$ cat config.mk
export PLATFORM = sky130hd
export DESIGN_NAME = frame_generator
export DESIGN_NICKNAME = d
export VERILOG_FILES = /design/src/rtl/frame_pkg.sv /design/src/rtl/frame_seq_counter.sv /design/src/rtl/frame_generator.sv
export SDC_FILE = /design/constraint.sdc
export NUM_CORES = 1
export LEC_CHECK = 0
export ABC_AREA = 1
export CAP_MARGIN = 20
export CORE_MARGIN = 3
export CORE_UTILIZATION = 40
export DETAILED_ROUTE_END_ITERATION = 12
export PLACE_DENSITY = 0.76
export SKIP_LAST_GASP = 1
export SLEW_MARGIN = 20
export SYNTH_ARGS = -nofsm -noshare
export SYNTH_HDL_FRONTEND = slang
export SYNTH_SLANG_ARGS = --single-unit
export TNS_END_PERCENT = 20
$ cat constraint.sdc
create_clock -name clk -period 1.5 [get_ports clk]
set_clock_uncertainty 0.05 [all_clocks]
set_input_delay 0.15 -clock clk [delete_from_list [all_inputs] [get_ports clk]]
set_output_delay 0.15 -clock clk [all_outputs]
set_load 0.02 [all_outputs]
$ cat src/rtl/frame_pkg.sv
// Shared definitions for the frame generator and frame checker:
// state encodings, default constants, error-injection modes and word packing.
package frame_pkg;

    // FSM states are one-hot so they can be exported directly on `control`.
    typedef enum logic [3:0] {
        ST_IDLE  = 4'b0001,
        ST_SEND  = 4'b0010,
        ST_STALL = 4'b0100
    } state_t;

    typedef enum logic [1:0] {
        ERR_NONE = 2'b00,
        ERR_HDR  = 2'b01,
        ERR_SEQ  = 2'b10,
        ERR_BOTH = 2'b11
    } err_mode_t;

    localparam logic [3:0]  DEFAULT_HEADER    = 4'hF;
    localparam logic [15:0] DEFAULT_IDLE_WORD = 16'h0000;
    localparam int          DEFAULT_FRAME_LEN = 4;

    function automatic logic [15:0] pack_word(input logic [3:0] hdr,
                                              input logic [7:0] payload,
                                              input logic [3:0] seq);
        return {hdr, payload, seq};
    endfunction

    function automatic logic err_hdr(input logic [1:0] mode);
        return (mode == ERR_HDR) || (mode == ERR_BOTH);
    endfunction

    function automatic logic err_seq(input logic [1:0] mode);
        return (mode == ERR_SEQ) || (mode == ERR_BOTH);
    endfunction

endpackage

$ cat src/rtl/frame_seq_counter.sv
// Sequence counter for frame words: counts 0..FRAME_LEN-1 on enable and wraps.
// Shared by the generator and the checker's expected-sequence tracking.
module frame_seq_counter
    import frame_pkg::*;
#(
    parameter int FRAME_LEN = DEFAULT_FRAME_LEN
) (
    input  logic       clk,
    input  logic       reset,
    input  logic       clear,
    input  logic       enable,
    output logic [3:0] seq,
    output logic       is_last
);

    localparam logic [3:0] LAST_SEQ = 4'(FRAME_LEN - 1);

    assign is_last = (seq == LAST_SEQ);

    always_ff @(posedge clk) begin
        if (reset || clear) begin
            seq <= 4'd0;
        end else if (enable) begin
            seq <= is_last ? 4'd0 : seq + 4'd1;
        end
    end

endmodule

$ cat src/rtl/frame_generator.sv
// Transmit-side frame generator: packs payload bytes into {hdr, payload, seq}
// words, FRAME_LEN words per frame, with optional header/sequence corruption.
module frame_generator
    import frame_pkg::*;
#(
    parameter logic [3:0]  HEADER    = DEFAULT_HEADER,
    parameter int          FRAME_LEN = DEFAULT_FRAME_LEN,
    parameter logic [15:0] IDLE_WORD = DEFAULT_IDLE_WORD
) (
    input  logic        clk,
    input  logic        reset,
    input  logic        start,
    input  logic [7:0]  data_in,
    input  logic        data_valid,
    input  logic [1:0]  err_mode,
    output logic        data_ready,
    output logic [15:0] bus_out,
    output logic        bus_valid,
    output logic        frame_done,
    output logic [3:0]  control
);

    localparam logic [3:0] BAD_SEQ = 4'(FRAME_LEN);

    state_t     state;
    logic [3:0] seq;
    logic       is_last;
    logic       accept;
    logic [3:0] hdr_field;
    logic [3:0] seq_field;

    // Handshake: a byte is transferred on any cycle where data_valid and
    // data_ready are both high; data_ready depends only on the state register.
    assign data_ready = (state != ST_IDLE);
    assign accept     = data_valid && data_ready;
    assign control    = state;

    // Injected faults only alter the emitted word; the counter keeps counting.
    assign hdr_field = err_hdr(err_mode) ? ~HEADER : HEADER;
    assign seq_field = err_seq(err_mode) ? BAD_SEQ : seq;

    frame_seq_counter #(
        .FRAME_LEN (FRAME_LEN)
    ) u_seq (
        .clk     (clk),
        .reset   (reset),
        .clear   (state == ST_IDLE),
        .enable  (accept),
        .seq     (seq),
        .is_last (is_last)
    );

    always_ff @(posedge clk) begin
        if (reset) begin
            state      <= ST_IDLE;
            bus_out    <= IDLE_WORD;
            bus_valid  <= 1'b0;
            frame_done <= 1'b0;
        end else begin
            case (state)
                ST_IDLE: begin
                    bus_out    <= IDLE_WORD;
                    bus_valid  <= 1'b0;
                    frame_done <= 1'b0;
                    if (start) begin
                        state <= ST_SEND;
                    end
                end
                ST_SEND, ST_STALL: begin
                    if (accept) begin
                        bus_out    <= pack_word(hdr_field, data_in, seq_field);
                        bus_valid  <= 1'b1;
                        frame_done <= is_last;
                        // Holding start on the last word chains frames with no gap.
                        if (is_last && !start) begin
                            state <= ST_IDLE;
                        end else begin
                            state <= ST_SEND;
                        end
                    end else begin
                        bus_out    <= IDLE_WORD;
                        bus_valid  <= 1'b0;
                        frame_done <= 1'b0;
                        state      <= ST_STALL;
                    end
                end
                default: begin
                    state      <= ST_IDLE;
                    bus_out    <= IDLE_WORD;
                    bus_valid  <= 1'b0;
                    frame_done <= 1'b0;
                end
            endcase
        end
    end

endmodule

==> flow_summary_export.csv, run 1 <==
group,metric,value,unit
synthesis,synth_nets,122,
sta,timing_hold_violations_final,0,
final_layout,final_common_cell,"clkdlybuf4s50_1",
job,maxCapViolations,0,
critical_path,crit_buf_inv,1,
critical_path,start_kind,"flop",
sta,setup_viol_count_final,2,
pwr,irDropWorstVdd,633,uV
critical_path,critPathKind,"flop to output port",
synthesis,yosys-top-cells-area,"dfxtp_1 (51%), inv_1 (8.2%), nor2_1 (7.4%)",
global_route,track_usage,13.3,%
pwr,p_comb_share,18.1,%
route,antenna_left,0,
synthesis,synth_seq_cells,22,
sta,setup_ws,-34.7,ps
pwr,pwr-share-clk,33.6,%
sta,slew_viol_final,0,
synthesis,ys_warn_count,0,
pwr,swShare,23.9,%
clock_network,htree_levels,1,
place,gp_congestion,0.860,
clock_network,cts-buffers-inserted,3,
synthesis,yosysTopAreaCell,"dfxtp_1",
final_layout,n_fill_cell,173,
floorplan,die_h,52.5,microns
clock_network,insertion_delay,300,ps
global_route,grt_pass1_wl,2790,microns
status,outcome,"finished, violations left",
sta,rsz0062_at_grt,"true",
route,vias,759,
route,routedWlPerCell,9.62,microns
route,viasPerCell,4.46,
final_layout,areaGrowthSynthToFinish,47.6,%
hold_path,hold_path_end,"bus_out[14]",
sta,setup_tns,-66.5,ps
final_layout,layout_common_cells,"clkdlybuf4s50_1 (33), dfxtp_1 (22), inv_1 (19)",
global_route,grt_overflow_total,0,
global_route,grt_pass1_vias,708,
critical_path,slowest_delay,630,ps
clock_network,clock_path_buffers,2,
synthesis,ys_seq_area_share,50.9,%
floorplan,num_rows,16,
critical_path,crit_arrival,1330,ps
critical_path,cp_slowest_cell,"clkdlybuf4s50_1",
clock_network,clk_root_buffer_cell,"clkbuf_4",
floorplan,start_util,43.2,%
global_route,grt_max_degree,14,
critical_path,rr_worst_depth,6,
synthesis,synth.top_cell.area_share,50.9,%
clock_network,clkSinkCount,22,
sta,fmax,652,MHz
hold_path,hold_start,"err_mode[0]",
pwr,power,0.00129,W
route,drt-initial-drc-count,20,
pwr,leakagePower,0.571,nW
synthesis,syn-cell-area,865,sq um
hold_path,hold_depth,2,
route,dr.pass1.iters,4,
floorplan,fp.dieW,52.5,microns
synthesis,synth_cell_types,19,
clock_network,cts_tree,"built",
critical_path,path_max_fanout,4,
synthesis,syn_area_per_cell,8.08,sq um
sta,period_minus_slack,1530,ps
critical_path,crit_family,"buffers and inverters",
clock_network,post-cts-setup-buffers,0,
critical_path,cp.required,1300,ps
route,postRouteWirelength,1640,microns
floorplan,io_pins,37,
critical_path,r2r-end,"bus_out[11]",
pwr,p_int,0.000984,W
pwr,power.switching,0.000310,W
final_layout,drive_gt1_share,14.0,%
pwr,power.density,1010,nW/um^2
place,io_buffers,35,
final_layout,n_antenna_cell,0,
sta,finalCritPeriodShare,102,%
hold_path,min_path_type,"input port to flop",
final_layout,final_nets,159,
pwr,power_frac_seq,48.3,%
critical_path,rr_startpoint,"control[2]",
global_route,antenna_found_initial,0,
synthesis,postSynthCellCount,107,
floorplan,die-area,2760,sq um
critical_path,crit_chain,"clkdlybuf4s50_1",
floorplan,design.core.area,2000,sq um
clock_network,clkSlewWorstSetupHoldPaths,110,ps
critical_path,r2r_slack,250,ps
status,violations,"negative setup slack",
critical_path,cp-end-kind,"output port",
place,place_hpwl,1350,microns
route,drc,0,
## cell usage after synthesis (all sizes together)
master and count:
a21oi 3, buf 5, conb 1, dfxtp 22, ha 1, inv 20
nand2 16, nand3 7, nand3b 1, nor2 27, nor3 1, o211ai 2
o21ai 1
## repair_timing
action / in CTS / in global routing
hold buffers: 0 / 0
gates resized for setup: 1 / 1
setup endpoints to repair: 8 / 7
pin swaps: 0 / 0
## layout make-up
class                      count  area [sq um]  area share, %
sequential                    22           440           34.5
timing repair buffer          37           367           28.7
tap                           27          33.8           2.65
multi-input combinational     60           308           24.1
clock inverter                 1          30.0           2.35
clock buffer                   3          22.5           1.76
inverter                      20          75.1           5.88
## layer usage
layer	vias to the layer above	GRT usage, %	wire length [microns]
li1	384	-	-
met5	-	0	0
met1	329	15.2	676
met2	44	23.1	811
met4	0	5.53	6
met3	2	3.42	142
## flip-flops by register name (all words and copies together), names as in the netlist
name,count
control,3
u_seq.seq,4
bus_out,13
bus_valid,1
frame_done,1
## kinds of logic after synthesis
kind of cell    Yosys count  synth area share, %
compound gates            6                 4.05
buf+inv                  25                 13.5
simple gates             52                 29.7
other cells               1                0.434
fa+ha+maj                 1                 1.45
flops                    22                 50.9
## worst max path at each step
stage               start           to  slack (ps)  depth (start not counted)
2_1_floorplan  control[2]   frame_done         270                          7
3_3_place_gp   control[2]   data_ready         180                          3
3_5_place_dp   data_valid  bus_out[11]         160                          5
4_1_cts        control[1]   control[1]         -70                          1
5_1_grt        control[2]   control[2]         -80                          1
6_report       control[0]   control[0]         -30                          1
## through the flow
stage                     util [%]  cells  hold WS, ps  instance area [sq um]  setup slack (ps)
after global placement        61.1    166          424                   1220               180
after CTS                     63.6    170          306                   1270             -69.8
after global routing          63.7    170          300                   1280             -82.9
after detailed placement      61.1    166          422                   1220               164
final                         63.7    170          310                   1280             -34.7
after floorplan                  -    107          172                    865               268
## power by group through the flow
| stage | Clock [W] | Sequential [W] | Combinational, W |
|---|---|---|---|
| after detailed placement | 0 | 0.000638 | 0.000242 |
| after global placement | 0 | 0.000637 | 0.000239 |
| after floorplan | 0 | 0.000655 | 0.000109 |
| after global routing | 0.000478 | 0.000627 | 0.000260 |
| after CTS | 0.000448 | 0.000625 | 0.000237 |
| final | 0.000435 | 0.000625 | 0.000234 |
Note: power is estimated with default switching activity, not from simulation.
==> run 2: changes to the inputs <==
--- a/config.mk
+++ b/config.mk
@@ -5,10 +5,10 @@
 export SDC_FILE = /design/constraint.sdc
 export NUM_CORES = 1
 export LEC_CHECK = 0
-export ABC_AREA = 1
 export CAP_MARGIN = 20
 export CORE_MARGIN = 3
-export CORE_UTILIZATION = 40
+export CORE_UTILIZATION = 38
+export CTS_CLUSTER_DIAMETER = 40
 export DETAILED_ROUTE_END_ITERATION = 12
 export PLACE_DENSITY = 0.76
 export SKIP_LAST_GASP = 1
==> flow_summary_export.csv, run 2 <==
group,metric,value,unit
status,outcome,"finished, violations left",
status,violations,"negative setup slack",
clock_network,postCtsHoldBufs,0,
sta,fmax,662,MHz
pwr,power,0.00130,W
hold_path,min_path_type,"input port to flop",
route,antenna_left,0,
synthesis,postSynthCellCount,72,
synthesis,synth_cell_types,24,
final_layout,instances_no_fill,136,
final_layout,fin_util,66.8,%
place,placed_cells,132,
floorplan,die_h,50.6,microns
clock_network,htree_levels,1,
sta,finalCritPeriodShare,101,%
critical_path,crit_arrival,1310,ps
sta,slew_viol_final,0,
final_layout,final_common_cell,"clkdlybuf4s50_1",
clock_network,clkSinkCount,22,
synthesis,synth.most_common_cell,"dfxtp_1",
final_layout,largest_register_ffs,13,
route,drt-initial-drc-count,12,
synthesis,syn-cell-area,757,sq um
route,drc,0,
route,vias,609,
synthesis,synth-edff-count,0,
final_layout,drive_gt1_share,11.7,%
floorplan,start_util,42.0,%
sta,timing_hold_violations_final,0,
global_route,grt_pass1_vias,588,
sta,rsz0062_at_grt,"true",
clock_network,post-cts-setup-buffers,0,
clock_network,clock_path_buffers,2,
clock_network,cts-buffers-inserted,3,
floorplan,die-area,2560,sq um
sta,setup_viol_count_final,4,
global_route,grt_overflow_total,0,
final_layout,final_nets,127,
global_route,grt_pass1_wl,2690,microns
final_layout,n_fill_cell,149,
sta,period_minus_slack,1510,ps
pwr,power.density,1080,nW/um^2
place,io_buffers,35,
synthesis,synth_seq_cells,22,
global_route,track_usage,13.8,%
clock_network,clk_root_buffer_cell,"clkbuf_4",
floorplan,io_pins,37,
pwr,irDropWorstVdd,627,uV
sta,setup_ws,-10.8,ps
place,gp_congestion,0.710,
clock_network,clkSlewWorstSetupHoldPaths,120,ps
pwr,leakagePower,0.529,nW
synthesis,yosysTopAreaCell,"dfxtp_1",
global_route,grt_max_degree,14,
synthesis,ys_seq_area_share,58.2,%
critical_path,critPathKind,"flop to output port",
final_layout,layout_common_cells,"clkdlybuf4s50_1 (30), dfxtp_1 (22), and2_1 (9)",
route,postRouteWirelength,1570,microns
floorplan,design.core.area,1800,sq um
clock_network,ctsResizeCount,3,
critical_path,cp-end-kind,"output port",
job,maxCapViolations,0,
synthesis,yosys-top-cells-area,"dfxtp_1 (58%), and2_1 (7.4%), nor3b_1 (5.0%)",
critical_path,path_max_fanout,3,
final_layout,areaGrowthSynthToFinish,59.0,%
final_layout,n_antenna_cell,0,
critical_path,start_kind,"flop",
place,place_hpwl,1220,microns
synthesis,synth_nets,87,
global_route,antenna_found_initial,0,
floorplan,num_rows,15,
clock_network,cts_tree,"built",
place,pre_cts_slack,-32.6,ps
clock_network,insertion_delay,300,ps
floorplan,fp.dieW,50.6,microns
synthesis,ys_warn_count,0,
route,viasPerCell,4.48,
synthesis,ys.flop_type,"dfxtp_1",
synthesis,synthArstFlopShare,0,%
final_layout,largest_register,"bus_out",
critical_path,cp.required,1300,ps
route,routedWlPerCell,11.5,microns
route,dr.pass1.iters,4,
synthesis,syn_area_per_cell,10.5,sq um
synthesis,synth.top_cells.by_count,"dfxtp_1 (22), and2_1 (9), nor2_1 (6)",
synthesis,synth.top_cell.area_share,58.2,%
run 2: cell type report:
cell class	count	area [sq um]	area share, %
Sequential cell	22	440	36.6
Timing Repair Buffer	40	393	32.6
Multi-Input combinational cell	41	270	22.5
Tap cell	25	31.3	2.60
Clock inverter	1	30.0	2.49
Clock buffer	3	22.5	1.87
Inverter	4	16.3	1.35
run 2: logic make-up after synthesis:
family,synth area share [%]
flops,58.2
simple gates,24.1
xor+xnor,2.31
fa+ha+maj,1.65
buf+inv,6.78
other cells,0.495
mux,1.32
compound gates,5.12
run 2: report_power, final:
group,total [W],internal (W),switching [W]
logic,0.000239,0.000124,0.000115
clock network,0.000443,0.000270,0.000173
registers,0.000616,0.000604,0.0000115
total,0.00130,0.000998,0.000300
run 2: worst max-delay path: stages, from the launching register on:
cell and delay (ps):
dfxtp_1 340, nor3b_2 260, inv_1 90, dlygate4sd2_1 330
run 2: final timing paths:
path           startpoint         end  slack, ps  cells after the start
max            control[2]  data_ready        -10                      3
min            data_in[4]  bus_out[8]        340                      2
max reg2reg  u_seq.seq[0]  control[1]         10                      4
min reg2reg  u_seq.seq[1]  bus_out[1]        460                      1
run 2: per-stage QoR:
step                TNS, ps  area [sq um]  hold WS, ps
floorplan                 0           757          172
global placement          0          1140          454
detailed placement    -32.6          1140          456
CTS                    -227          1200          334
global route           -846          1200          319
finish                -28.4          1200          341
run 2: per-layer routing:
| layer | vias to the layer above | global-route usage (%) | wire (microns) |
|---|---|---|---|
| li1 | 310 | - | - |
| met1 | 277 | 16.9 | 658 |
| met2 | 20 | 22.6 | 811 |
| met3 | 2 | 2.97 | 80 |
| met4 | 0 | 6.73 | 17 |
| met5 | - | 0 | 0 |
